## config.mk

```make
export PLATFORM = sky130hd
export DESIGN_NAME = hls_run_ctrl_flat
export DESIGN_NICKNAME = d
export VERILOG_FILES = /design/src/rtl/hls_run_ctrl_pkg.sv /design/src/rtl/hls_run_ctrl_if.sv /design/src/rtl/hls_run_ctrl_watchdog.sv /design/src/rtl/hls_run_ctrl.sv /design/src/flat_wrapper.sv
export SDC_FILE = /design/constraint.sdc
export NUM_CORES = 1
export LEC_CHECK = 0
export BUFFER_PORTS_ARGS = -buffer_cell sky130_fd_sc_hd__buf_2
export CAP_MARGIN = 20
export CORE_ASPECT_RATIO = 1.1
export CORE_MARGIN = 2
export CORE_UTILIZATION = 30
export DETAILED_ROUTE_END_ITERATION = 7
export PLACE_DENSITY = 0.46
export SYNTH_ARGS = -nofsm -noshare
export SYNTH_HDL_FRONTEND = slang
export SYNTH_SLANG_ARGS = --single-unit
```

## constraint.sdc

```tcl
create_clock -name ap_clk -period 4.99 [get_ports ap_clk]
set_input_delay 0.2495 -clock ap_clk [delete_from_list [all_inputs] [get_ports ap_clk]]
set_output_delay 0.2495 -clock ap_clk [all_outputs]
set_load 0.02 [all_outputs]
```

## src/rtl/hls_run_ctrl_pkg.sv

```systemverilog
// Shared types and constants for the HLS run sequencer.
package hls_run_ctrl_pkg;

    localparam int unsigned DEF_RUNS_W  = 16;
    localparam int unsigned DEF_WORDS_W = 32;
    localparam int unsigned DEF_TMO_W   = 24;
    localparam int unsigned ERR_CODE_W  = 2;

    typedef enum logic [2:0] {
        S_IDLE,
        S_START,
        S_WAIT,
        S_FINISH,
        S_ERR
    } state_t;

    localparam logic [ERR_CODE_W-1:0] ERR_NONE     = 2'd0;
    localparam logic [ERR_CODE_W-1:0] ERR_TIMEOUT  = 2'd1;
    localparam logic [ERR_CODE_W-1:0] ERR_OVERRUN  = 2'd2;
    localparam logic [ERR_CODE_W-1:0] ERR_UNDERRUN = 2'd3;

endpackage

```

## src/rtl/hls_run_ctrl_if.sv

```systemverilog
// Kernel ap_ctrl_hs handshake plus the monitored vld/ack stream.
interface hls_run_ctrl_if;

    logic k_ap_start;
    logic k_ap_ready;
    logic k_ap_done;
    logic k_ap_idle;
    logic mon_vld;
    logic mon_ack;

    modport master (
        output k_ap_start,
        input  k_ap_ready,
        input  k_ap_done,
        input  k_ap_idle,
        input  mon_vld,
        input  mon_ack
    );

    modport slave (
        input  k_ap_start,
        output k_ap_ready,
        output k_ap_done,
        output k_ap_idle,
        output mon_vld,
        output mon_ack
    );

endinterface

```

## src/rtl/hls_run_ctrl_watchdog.sv

```systemverilog
// Idle-cycle watchdog: counts enabled cycles without activity; limit 0 disables it.
module hls_run_ctrl_watchdog #(
    parameter int unsigned TMO_W = 24
) (
    input  logic             clk,
    input  logic             rst,
    input  logic             load,
    input  logic             clear,
    input  logic             enable,
    input  logic [TMO_W-1:0] limit,
    output logic             expired
);

    logic [TMO_W-1:0] limit_q;
    logic [TMO_W-1:0] count;

    // Expire is registered and holds until the owner clears, disables or reloads.
    always_ff @(posedge clk or posedge rst) begin
        if (rst) begin
            limit_q <= '0;
            count   <= '0;
            expired <= 1'b0;
        end else if (load) begin
            limit_q <= limit;
            count   <= '0;
            expired <= 1'b0;
        end else if (clear || !enable) begin
            count   <= '0;
            expired <= 1'b0;
        end else if ((limit_q != '0) && !expired) begin
            count   <= count + TMO_W'(1);
            expired <= ((count + TMO_W'(1)) == limit_q);
        end
    end

endmodule

```

## src/rtl/hls_run_ctrl.sv

```systemverilog
// Sequences cfg_num_runs ap_ctrl_hs start handshakes and checks each run's word count.
module hls_run_ctrl
    import hls_run_ctrl_pkg::*;
#(
    parameter int unsigned RUNS_W  = DEF_RUNS_W,
    parameter int unsigned WORDS_W = DEF_WORDS_W,
    parameter int unsigned TMO_W   = DEF_TMO_W
) (
    input  logic                  ap_clk,
    input  logic                  ap_rst,
    input  logic                  cfg_start,
    input  logic [RUNS_W-1:0]     cfg_num_runs,
    input  logic [WORDS_W-1:0]    cfg_words_per_run,
    input  logic [TMO_W-1:0]      cfg_timeout,
    hls_run_ctrl_if.master        kif,
    output logic                  busy,
    output logic                  done,
    output logic                  error,
    output logic [ERR_CODE_W-1:0] err_code,
    output logic [RUNS_W-1:0]     runs_done,
    output logic [WORDS_W-1:0]    words_seen
);

    state_t              state;
    logic                start_q;
    logic                done_lat;
    logic                expired;
    logic [RUNS_W-1:0]   num_runs_q;
    logic [WORDS_W-1:0]  words_q;

    logic                accept_c;
    logic                run_active_c;
    logic                xfer_c;
    logic                activity_c;
    logic                check_on_c;
    logic                at_target_c;
    logic                overrun_c;
    logic                done_any_c;
    logic                complete_c;
    logic                fault_c;
    logic [ERR_CODE_W-1:0] fault_code_c;

    // ap_idle is reported by the kernel but plays no part in sequencing.
    logic unused_idle;
    assign unused_idle = kif.k_ap_idle;

    assign kif.k_ap_start = start_q;

    assign accept_c     = (state == S_IDLE) && cfg_start;
    assign run_active_c = (state == S_START) || (state == S_WAIT);
    assign xfer_c       = kif.mon_vld && kif.mon_ack;
    assign activity_c   = kif.k_ap_ready || kif.k_ap_done || xfer_c;
    assign check_on_c   = (words_q != '0);
    assign at_target_c  = (words_seen == words_q);
    assign overrun_c    = xfer_c && check_on_c && at_target_c;
    assign done_any_c   = done_lat || kif.k_ap_done;
    assign complete_c   = (state == S_WAIT) && done_any_c && (!check_on_c || at_target_c);

    // A finished run beats a watchdog expiring on the same edge; an overrun beats both.
    assign fault_c      = run_active_c && (overrun_c || (expired && !complete_c));
    assign fault_code_c = overrun_c ? ERR_OVERRUN
                        : (done_any_c && check_on_c && !at_target_c) ? ERR_UNDERRUN
                        : ERR_TIMEOUT;

    hls_run_ctrl_watchdog #(
        .TMO_W (TMO_W)
    ) u_watchdog (
        .clk     (ap_clk),
        .rst     (ap_rst),
        .load    (accept_c),
        .clear   (activity_c),
        .enable  (run_active_c),
        .limit   (cfg_timeout),
        .expired (expired)
    );

    always_ff @(posedge ap_clk or posedge ap_rst) begin
        if (ap_rst) begin
            state      <= S_IDLE;
            start_q    <= 1'b0;
            done_lat   <= 1'b0;
            num_runs_q <= '0;
            words_q    <= '0;
            busy       <= 1'b0;
            done       <= 1'b0;
            error      <= 1'b0;
            err_code   <= ERR_NONE;
            runs_done  <= '0;
            words_seen <= '0;
        end else begin
            done <= 1'b0;
            if (fault_c) begin
                state    <= S_ERR;
                start_q  <= 1'b0;
                busy     <= 1'b0;
                error    <= 1'b1;
                err_code <= fault_code_c;
            end else begin
                case (state)
                    S_IDLE: begin
                        if (cfg_start) begin
                            num_runs_q <= cfg_num_runs;
                            words_q    <= cfg_words_per_run;
                            runs_done  <= '0;
                            words_seen <= '0;
                            done_lat   <= 1'b0;
                            error      <= 1'b0;
                            err_code   <= ERR_NONE;
                            busy       <= 1'b1;
                            if (cfg_num_runs == '0) begin
                                state <= S_FINISH;
                            end else begin
                                state   <= S_START;
                                start_q <= 1'b1;
                            end
                        end
                    end
                    S_START: begin
                        if (xfer_c && (words_seen != '1)) begin
                            words_seen <= words_seen + WORDS_W'(1);
                        end
                        if (kif.k_ap_done) begin
                            done_lat <= 1'b1;
                        end
                        if (kif.k_ap_ready) begin
                            start_q <= 1'b0;
                            state   <= S_WAIT;
                        end
                    end
                    S_WAIT: begin
                        if (complete_c) begin
                            runs_done  <= runs_done + RUNS_W'(1);
                            words_seen <= '0;
                            done_lat   <= 1'b0;
                            if ((runs_done + RUNS_W'(1)) < num_runs_q) begin
                                state   <= S_START;
                                start_q <= 1'b1;
                            end else begin
                                state <= S_FINISH;
                            end
                        end else begin
                            if (xfer_c && (words_seen != '1)) begin
                                words_seen <= words_seen + WORDS_W'(1);
                            end
                            if (kif.k_ap_done) begin
                                done_lat <= 1'b1;
                            end
                        end
                    end
                    S_FINISH: begin
                        done  <= 1'b1;
                        busy  <= 1'b0;
                        state <= S_IDLE;
                    end
                    S_ERR: begin
                        state <= S_IDLE;
                    end
                    default: begin
                        state   <= S_IDLE;
                        start_q <= 1'b0;
                        busy    <= 1'b0;
                    end
                endcase
            end
        end
    end

endmodule

```

## src/flat_wrapper.sv

```systemverilog
// flat-port wrapper written by rule: the top's interface ports become plain ports
module hls_run_ctrl_flat import hls_run_ctrl_pkg::*;
#(
    parameter int unsigned RUNS_W  = DEF_RUNS_W,
    parameter int unsigned WORDS_W = DEF_WORDS_W,
    parameter int unsigned TMO_W   = DEF_TMO_W
)
  (ap_clk, ap_rst, cfg_start, cfg_num_runs, cfg_words_per_run, cfg_timeout, busy, done, error, err_code, runs_done, words_seen, kif_k_ap_start, kif_k_ap_ready, kif_k_ap_done, kif_k_ap_idle, kif_mon_vld, kif_mon_ack);
  hls_run_ctrl_if kif_i ();
  input  logic ap_clk;
  input  logic ap_rst;
  input  logic cfg_start;
  input  logic [RUNS_W-1:0] cfg_num_runs;
  input  logic [WORDS_W-1:0] cfg_words_per_run;
  input  logic [TMO_W-1:0] cfg_timeout;
  output logic busy;
  output logic done;
  output logic error;
  output logic [ERR_CODE_W-1:0] err_code;
  output logic [RUNS_W-1:0] runs_done;
  output logic [WORDS_W-1:0] words_seen;
  output wire logic [$bits(kif_i.k_ap_start)-1:0] kif_k_ap_start;
  input wire logic [$bits(kif_i.k_ap_ready)-1:0] kif_k_ap_ready;
  input wire logic [$bits(kif_i.k_ap_done)-1:0] kif_k_ap_done;
  input wire logic [$bits(kif_i.k_ap_idle)-1:0] kif_k_ap_idle;
  input wire logic [$bits(kif_i.mon_vld)-1:0] kif_mon_vld;
  input wire logic [$bits(kif_i.mon_ack)-1:0] kif_mon_ack;
  assign kif_k_ap_start = kif_i.k_ap_start;
  assign kif_i.k_ap_ready = kif_k_ap_ready;
  assign kif_i.k_ap_done = kif_k_ap_done;
  assign kif_i.k_ap_idle = kif_k_ap_idle;
  assign kif_i.mon_vld = kif_mon_vld;
  assign kif_i.mon_ack = kif_mon_ack;
  hls_run_ctrl #(.RUNS_W(RUNS_W), .WORDS_W(WORDS_W), .TMO_W(TMO_W)) u_core (.ap_clk(ap_clk), .ap_rst(ap_rst), .cfg_start(cfg_start), .cfg_num_runs(cfg_num_runs), .cfg_words_per_run(cfg_words_per_run), .cfg_timeout(cfg_timeout), .kif(kif_i), .busy(busy), .done(done), .error(error), .err_code(err_code), .runs_done(runs_done), .words_seen(words_seen));
endmodule
```

# Word-level counts from Yosys, hierarchy flattened
# Cells that the tools add are included.
# classes
n_lt_le_gt_ge	1
addsub	3
n_mux	43
n_eq_ne	16
n_bitwise	1
n_reduce_logical	42
# ops
operator	count
$mux 32	3
$pmux 32 s3	1
$mux 24	3
$add 32x1->32 const B	1
$eq 32x32->1	1
$mux 16	2
$ne 32x32->1 const B	1
$pmux 16 s2	1
$reduce_bool 32->1	1
$add 24x1->24 const B	1
$eq 24x24->1	1
$reduce_bool 24->1	1
$mux 1	18
$add 16x1->16 const B	1
$logic_not 16->1	1
$lt 16x16->1	1
$mux 2	7
$logic_and 1x1->1	12
$mux 3	4
$ne 3x2->1 const B	4
$pmux 3 s3	1
$reduce_and 3->1	3
$logic_or 1x1->1	7
$eq 3x2->1 const B	2
other kinds (18)	28
# word_totals
ff_bits	155
wordCells	120

# Longest topological paths before layout
# Gate-level depths: netlist of the first run.
# depth
depth_word	10
depth_mapped	14
mapped_depth_nobuf	14

# Modules after synthesis
# Synthesis of the first run repeated with hierarchy kept, for this count alone.
# unflattened
cells_unflattened	1028
hier_area_um2	9083.7
# modules_own_cells
module	instances	seq_area_each_um2	area_per_inst_um2	cells_each
hls_run_ctrl	1	2652.5	6112.1	712
hls_run_ctrl_watchdog	1	1226.2	2971.6	316

# Worst setup path before layout of the first run
# No wires, ideal clock.
# synth_timing
path_kind	register to register
startpoint	register u_core.runs_done[0]
endpoint	register u_core.start_q (netlist: u_core.kif.k_ap_start)
required_ns	4.869
t_arrival_ns	3.021
path_slack_ns	1.848
stages_incl_launch_ff	15
path_buffers	0
path_cell_list	dfrtp_1 > ha_1 > and3_1 > and3_1 > nand4_1 > or2_2 > nor2_1 > xnor2_1 > ha_1 > a21o_1 > a21oi_1 > o22ai_1 > a31oi_1 > a31o_2 > a21oi_1
# synth_via
elab_chain_len	4
# synth_lines
element	line	text
start: declaration	hls_run_ctrl.sv:20	output logic [RUNS_W-1:0] runs_done,
start signal: assignment	hls_run_ctrl.sv:132	runs_done <= runs_done + RUNS_W'(1);
$add 16x1->16	hls_run_ctrl.sv:135	if ((runs_done + RUNS_W'(1)) < num_runs_q) begin
$lt 16x16->1	hls_run_ctrl.sv:135	
$ne 3x2->1 (no source line)	n/a	
$reduce_and 6->1 (no source line)	n/a	
end signal: assignment	hls_run_ctrl.sv:126	start_q <= 1'b0;
end signal: assignment	hls_run_ctrl.sv:137	start_q <= 1'b1;
end signal: assignment	hls_run_ctrl.sv:160	start_q <= 1'b0;
end: declaration	hls_run_ctrl.sv:25	logic start_q;
# No other way between the ends.
# A chain may end at the register's enable or synchronous reset.

# Worst setup path after layout of the first run
# layout_timing
startpoint	register u_core.runs_done[0]
endpoint	register u_core.state[1]
# layout_via
elab_chain_len	6
# layout_lines
element	line	text
$add 16x1->16	hls_run_ctrl.sv:135	
$lt 16x16->1	hls_run_ctrl.sv:135	
$mux 2	hls_run_ctrl.sv:135	
$mux 3	hls_run_ctrl.sv:131	if (complete_c) begin
$pmux 3 s3	hls_run_ctrl.sv:99	case (state)
$mux 3	hls_run_ctrl.sv:92	if (fault_c) begin
end signal: assignment	hls_run_ctrl.sv:93	state <= S_ERR;
end signal: assignment	hls_run_ctrl.sv:136	state <= S_START;
end signal: assignment	hls_run_ctrl.sv:139	state <= S_FINISH;
end: declaration	hls_run_ctrl.sv:24	state_t state;
# No other way between the ends. The select of a mux whose other input is x is not followed.

==> results of run 1 <==
-- through the flow --
stage | setup slack (ps) | hold WS (ps) | power [mW]
final | 1490 | -18.1 | 4.78
after global routing | 1100 | 5.60 | 5.16
after CTS | 1440 | 1.12 | 4.86
after detailed placement | 1480 | 442 | 3.48
after global placement | 1480 | 441 | 3.47
after floorplan | 562 | 355 | 2.97
-- cell families (layout without fill, tap and decap cells) --
| kind of cell | count (synthesis) | in the layout | synth area share (%) |
|---|---|---|---|
| flip-flops | 155 | 155 | 42.9 |
| XOR/XNOR | 124 | 124 | 12.0 |
| multiplexers | 7 | 7 | 0.788 |
| adder cells (fa/ha/maj) | 18 | 18 | 2.49 |
| AO/OA/AOI/OAI | 142 | 142 | 11.0 |
| AND/OR/NAND/NOR | 509 | 509 | 26.7 |
| other | 0 | 1 | 0 |
| buffers and inverters | 91 | 228 | 4.09 |
-- sequential cells by signal, summed over array words and instances (netlist names), 2 cells and up --
name	flops
u_core.words_q	32
u_core.words_seen	32
u_core.u_watchdog.count	24
u_core.u_watchdog.limit_q	24
u_core.num_runs_q	16
u_core.runs_done	16
u_core.state	3
u_core.err_code	2
-- per-layer routing --
metal  part of all wire (%)  vias to the layer above  GRT usage [%]
li1                       -                     3861              -
met1                     45                     3755           23.1
met2                     50                      149           31.0
met3                    4.2                       12           3.64
met4                   0.73                        0           3.38
met5                      0                        -              0
-- critical path: cells and delay by family, from the launching register on --
kind / cells / cell delay (ps)
compound gates: 5 / 790
simple gates: 6 / 1410
fa+ha+maj: 2 / 550
flops: 1 / 450
xor+xnor: 1 / 170
-- power by group --
group / internal (mW) / switching (mW)
clock network: 0.726 / 0.607
registers: 1.58 / 0.358
logic: 0.593 / 0.915
-- area by class of cell --
type                            instances  area (um2)
Fill cell                            3075       18800
Multi-Input combinational cell        800        4820
Sequential cell                       155        3880
Timing Repair Buffer                  163         936
Tap cell                              374         468
Clock buffer                           18         439
Clock inverter                         14         153
Inverter                               33         129
Antenna cell                            1        2.50
-- cells in the final DEF (no fill, tap or decap), drive strengths merged, types with 13 or more instances in the layout --
master	netlist	layout
nand2	247	247
dfrtp	155	155
buf	19	146
nor2	78	78
xor2	76	76
xnor2	48	48
inv	33	42
o21ai	35	35
nand4	34	34
nand3	33	33
nor4	32	32
a21oi	22	22
ha	18	18
clkbuf	39	18
dlygate4sd3	0	17
o211ai	16	16
o2111ai	13	13
-- worst max-delay path by stage --
| stage | start | endpoint | slack, ps | depth (start not counted) |
|---|---|---|---|---|
| 6_report | u_core.runs_done[0] | u_core.state[1] | 1490 | 14 |
| 3_3_place_gp | u_core.runs_done[0] | u_core.kif.k_ap_start | 1480 | 14 |
| 2_1_floorplan | ap_rst | u_core.busy | 560 | 1 |
| 4_1_cts | u_core.runs_done[0] | u_core.state[1] | 1440 | 11 |
| 5_1_grt | u_core.runs_done[0] | u_core.kif.k_ap_start | 1100 | 11 |
| 3_5_place_dp | u_core.runs_done[0] | u_core.state[1] | 1480 | 11 |
==> flow_metrics.py, run 1 <==
metrics = {
    "routing": {
        "wire_per_inst_um": 17.5,
        "drtAntennaViolNets": 0,
        "first_pass_iters": 5,
        "avgViaCountPerCell": 4.99,
        "drtIter0Drc": 505,
        "wirelength_um": 27300,
        "vias": 7777,
        "drcViolationCount": 0,
    },
    "grt": {
        "grt-ovfl-total": 0,
        "grt_antenna_before_repair": 1,
        "grt_usage_pct": 17.8,
        "grt_pass1_vias": 7725,
        "grt_first_pass_wirelength_um": 43900,
        "grt_max_degree": 88,
    },
    "placement": {
        "dpl.hpwl_um": 19900,
        "place.gp.congestion": 0.831,
        "dpl_cell_area_um2": 10100,
        "place.port_buffers": 132,
        "place_inst": 1508,
    },
    "critical_path": {
        "timing.rr.end": "u_core.state[1]",
        "critPathLaunchType": "flip-flop",
        "slowest_stage": "dfrtp_1",
        "path_cells": "ha_1, and3_1, and3_1, nand4_1, or2_2, nor2_1, xnor2_1, ha_1, a21o_1, a21oi_1, o22ai_1, a31oi_1, and2_1, o31ai_1",
        "cp.required_ps": 5270,
        "ff2ff_setup_slack_ps": 1490,
        "critPathKind": "flip-flop to flip-flop",
        "r2r_start": "u_core.runs_done[0]",
        "cp.arrival_ps": 3790,
        "cpPeakStageDelay_ps": 450,
        "rr_worst_depth": 14,
        "critPathMaxFanout": 6,
        "end_kind": "flip-flop",
    },
    "timing": {
        "hold_violations": 16,
        "fin_crit_sh_pct": 70.2,
        "worst_pin_slew_ps": 1000,
        "fin_hold_ws_ps": -18.1,
        "skew_ps": 19.6,
        "rsz0062_at_grt": "no",
        "fin_crit_ps": 3500,
        "slew_viol_final": 0,
        "slew_headroom_pct": 33.1,
        "tns_ps": 0,
        "clock.fmax_ghz": 0.285,
        "finalSetupViolCount": 0,
    },
    "logic_synthesis": {
        "synth_common_cells": "247 x nand2_1, 155 x dfrtp_1, 78 x nor2_1, 76 x xor2_1, 48 x xnor2_1",
        "synthDistinctLibCells": 62,
        "syn_avg_cell_area_um2": 8.65,
        "ys_top_cells_by_area": "dfrtp_1 43%, nand2_1 10%, xor2_1 7.4%",
        "synth_top_area_share_pct": 42.9,
        "synthFlopType": "dfrtp_1",
        "ys_seq_area_share_pct": 42.9,
        "synth_edf_count": 0,
        "syn_area_um2": 9050,
        "syn_inst": 1046,
        "async_flop_share_pct": 100,
        "synth_top_area_cell": "dfrtp_1",
        "yosysWarnings": 0,
        "synth_seq_cells": 155,
        "synth_most_common_cell": "nand2_1",
        "syn-num-nets": 1144,
    },
    "floorplan": {
        "fp.dieH_um": 186,
        "ios": 134,
        "initial_core_util_pct": 30.5,
        "die_w_um": 170,
        "coreArea_um2": 29600,
        "die_area_um2": 31600,
        "rows": 66,
    },
    "worst_hold_path": {
        "hold_path.class": "input port to asynchronous set/reset pin",
    },
    "cts": {
        "clk_latency_ps": 430,
        "clkSinkCount": 155,
        "cts_root_buf": "clkbuf_16",
        "ctsLongestPathBuffers": 2,
        "cts_tree": "yes",
        "postCtsSetupRepairBufs": 0,
        "h-tree-depth": 4,
        "cts_resized": 0,
        "ctsHoldBuffers": 17,
        "cts_buffers": 17,
        "cts.clk_slew.worst_paths_ps": 80,
    },
    "final_layout": {
        "utilization_pct": 36.5,
        "nets": 1268,
        "final_cells": 1558,
        "fin_area_um2": 10800,
        "layout-drive-gt1-share_pct": 17.0,
        "area_growth_pct": 19.7,
    },
    "power_and_ir_drop": {
        "p_per_area_nw_per_um2": 441,
        "ir_worst_vdd_v": 0.000257,
        "p_leak_nw": 5.14,
    },
    "run": {
        "cap_violations": 0,
    },
    "run_status": {
        "status": "complete, but fails checks",
        "violations": "negative hold slack",
    },
}
Power figures use the tool's default switching activity.
==> inputs of run 2 (changes only) <==
Clock period 4.99 ns to 3.4 ns, I/O delays scaled along.
==> flow_metrics.py, run 2 (synthesis gave the netlist of run 1 again) <==
metrics = {
    "floorplan": {
        "coreArea_um2": 29600,
        "rows": 66,
        "initial_core_util_pct": 30.5,
        "die_area_um2": 31600,
        "ios": 134,
        "die_w_um": 170,
        "fp.dieH_um": 186,
    },
    "grt": {
        "grt_max_degree": 156,
        "grt_first_pass_wirelength_um": 45200,
        "grt_usage_pct": 18.4,
        "grt_antenna_before_repair": 1,
        "grt_pass1_vias": 8227,
        "grt-ovfl-total": 0,
    },
    "timing": {
        "fin_crit_sh_pct": 92.3,
        "worst_pin_slew_ps": 912,
        "fin_crit_ps": 3140,
        "rsz0062_at_grt": "no",
        "fin_hold_ws_ps": 9.41,
        "slew_viol_final": 0,
        "finalSetupViolCount": 0,
        "skew_ps": 16.6,
        "tns_ps": 0,
        "clock.fmax_ghz": 0.319,
        "hold_violations": 0,
        "slew_headroom_pct": 39.2,
        "fin_ws_ps": 261,
    },
    "cts": {
        "clk_latency_ps": 440,
        "cts.clk_slew.worst_paths_ps": 80,
        "cts_root_buf": "clkbuf_16",
        "cts_tree": "yes",
        "h-tree-depth": 4,
        "cts_buffers": 17,
        "clkSinkCount": 155,
        "ctsLongestPathBuffers": 2,
    },
    "routing": {
        "wirelength_um": 28900,
        "first_pass_iters": 5,
        "drcViolationCount": 0,
        "wire_per_inst_um": 17.3,
        "drtIter0Drc": 522,
        "vias": 8333,
        "drtAntennaViolNets": 0,
        "avgViaCountPerCell": 5.00,
    },
    "final_layout": {
        "reg_top3": "u_core.words_q x32, u_core.words_seen x32",
        "layout-drive-gt1-share_pct": 19.9,
        "nets": 1377,
        "fillCellCount": 2978,
        "mostFrequentLayoutCells": "246 x nand2_1, 155 x dfrtp_1, 132 x buf_2, 78 x nor2_1, 76 x xor2_1",
        "area_growth_pct": 31.2,
        "final_common_cell": "nand2_1",
    },
    "placement": {
        "preCtsSetupSlack_ps": 122,
        "place.port_buffers": 132,
        "place.gp.congestion": 0.857,
        "dpl.hpwl_um": 20800,
    },
    "critical_path": {
        "r2r_start": "u_core.words_q[12]",
        "critPathLaunchType": "flip-flop",
        "rr_worst_depth": 9,
        "timing.rr.end": "u_core.words_seen[30]",
        "critPathKind": "flip-flop to flip-flop",
        "critPathMaxFanout": 15,
        "end_kind": "flip-flop",
        "cp.arrival_ps": 3490,
        "slowest_stage": "nor4b_2",
        "ff2ff_setup_slack_ps": 260,
        "endpoint": "u_core.words_seen[30]",
        "crit_start": "u_core.words_q[12]",
        "cpPeakStageDelay_ps": 800,
        "path_cells": "nor4_1, and4_1, a21oi_1, nor4b_2, buf_4, o21ai_1, buf_4, or3_1, a21oi_1",
        "cp.required_ps": 3750,
    },
    "run": {
        "cap_violations": 0,
    },
    "power_and_ir_drop": {
        "ir_worst_vdd_v": 0.000427,
        "p_int_mw": 4.69,
        "p_sw_mw": 2.81,
        "p_clk_share_pct": 29.3,
        "power_mw": 7.49,
        "swShare_pct": 37.5,
        "p_per_area_nw_per_um2": 631,
        "p_leak_nw": 5.69,
        "seqPwrFrac_pct": 37.0,
        "pwr-share-comb_pct": 33.7,
    },
    "worst_hold_path": {
        "hp-start": "cfg_timeout[23]",
        "hold_path.class": "input port to flip-flop",
    },
    "run_status": {
        "status": "complete, no violations",
    },
}
==> run 2: per-stage QoR <==
step,util (%),std cells,instance area (um2)
after floorplan,-,1046,9050
after global placement,35.3,1560,10500
after global routing,40.0,1666,11900
final,40.0,1667,11900
after CTS,39.9,1662,11800
after detailed placement,35.3,1560,10500
==> run 2: worst min-delay path by stage <==
stage                                          endpoint  slack [ps]  cells after the start
after floorplan                    u_core.num_runs_q[0]         280                      2
after global placement               u_core.words_q[11]         360                      3
after detailed placement              u_core.words_q[4]         360                      3
after CTS                         u_core.num_runs_q[13]          10                      3
after global routing      u_core.u_watchdog.limit_q[23]           6                      3
final                     u_core.u_watchdog.limit_q[23]           9                      3
==> run 2: per-layer routing <==
metal / up-vias / global-route usage (%) / routed length [um]
li1: 4080 / - / -
met1: 4053 / 22.3 / 12700
met2: 162 / 32.9 / 14400
met3: 38 / 3.89 / 1100
met4: 0 / 5.68 / 717
met5: - / 0 / 0
==> run 2: worst max-delay path, delay by kind of cell, from the launching register on <==
family	cells	cell delay (ps)
buffers and inverters	2	490
flip-flops	1	440
AND/OR/NAND/NOR	4	1720
AO/OA/AOI/OAI	3	400
==> run 2: power by group through the flow <==
| stage | clock (mW) | combinational (mW) | sequential (mW) |
|---|---|---|---|
| after global routing | 2.31 | 2.88 | 2.83 |
| after floorplan | 0 | 1.66 | 2.71 |
| after global placement | 0 | 2.47 | 2.80 |
| final | 2.19 | 2.53 | 2.77 |
| after CTS | 2.25 | 2.56 | 2.77 |
| after detailed placement | 0 | 2.49 | 2.80 |
==> run 2: layout make-up <==
cell class	count	area (um2)	share of cell area (%)
diodes	1	2.50	0.0211
clock buffers	18	429	3.62
multi-input cells	800	4820	40.6
flip-flops and latches	155	3880	32.7
clock inverters	14	233	1.96
inverters	33	128	1.08
repair buffers	272	1910	16.1
well taps	374	468	3.94
==> run 2: repair_timing <==
action                                  in CTS  in global routing
endpoints found under the setup margin       0                  2
hold buffers                                70                  1
endpoints found under the hold margin       70                 12
gates resized for setup                      0                  2
buffers inserted                             0                  3
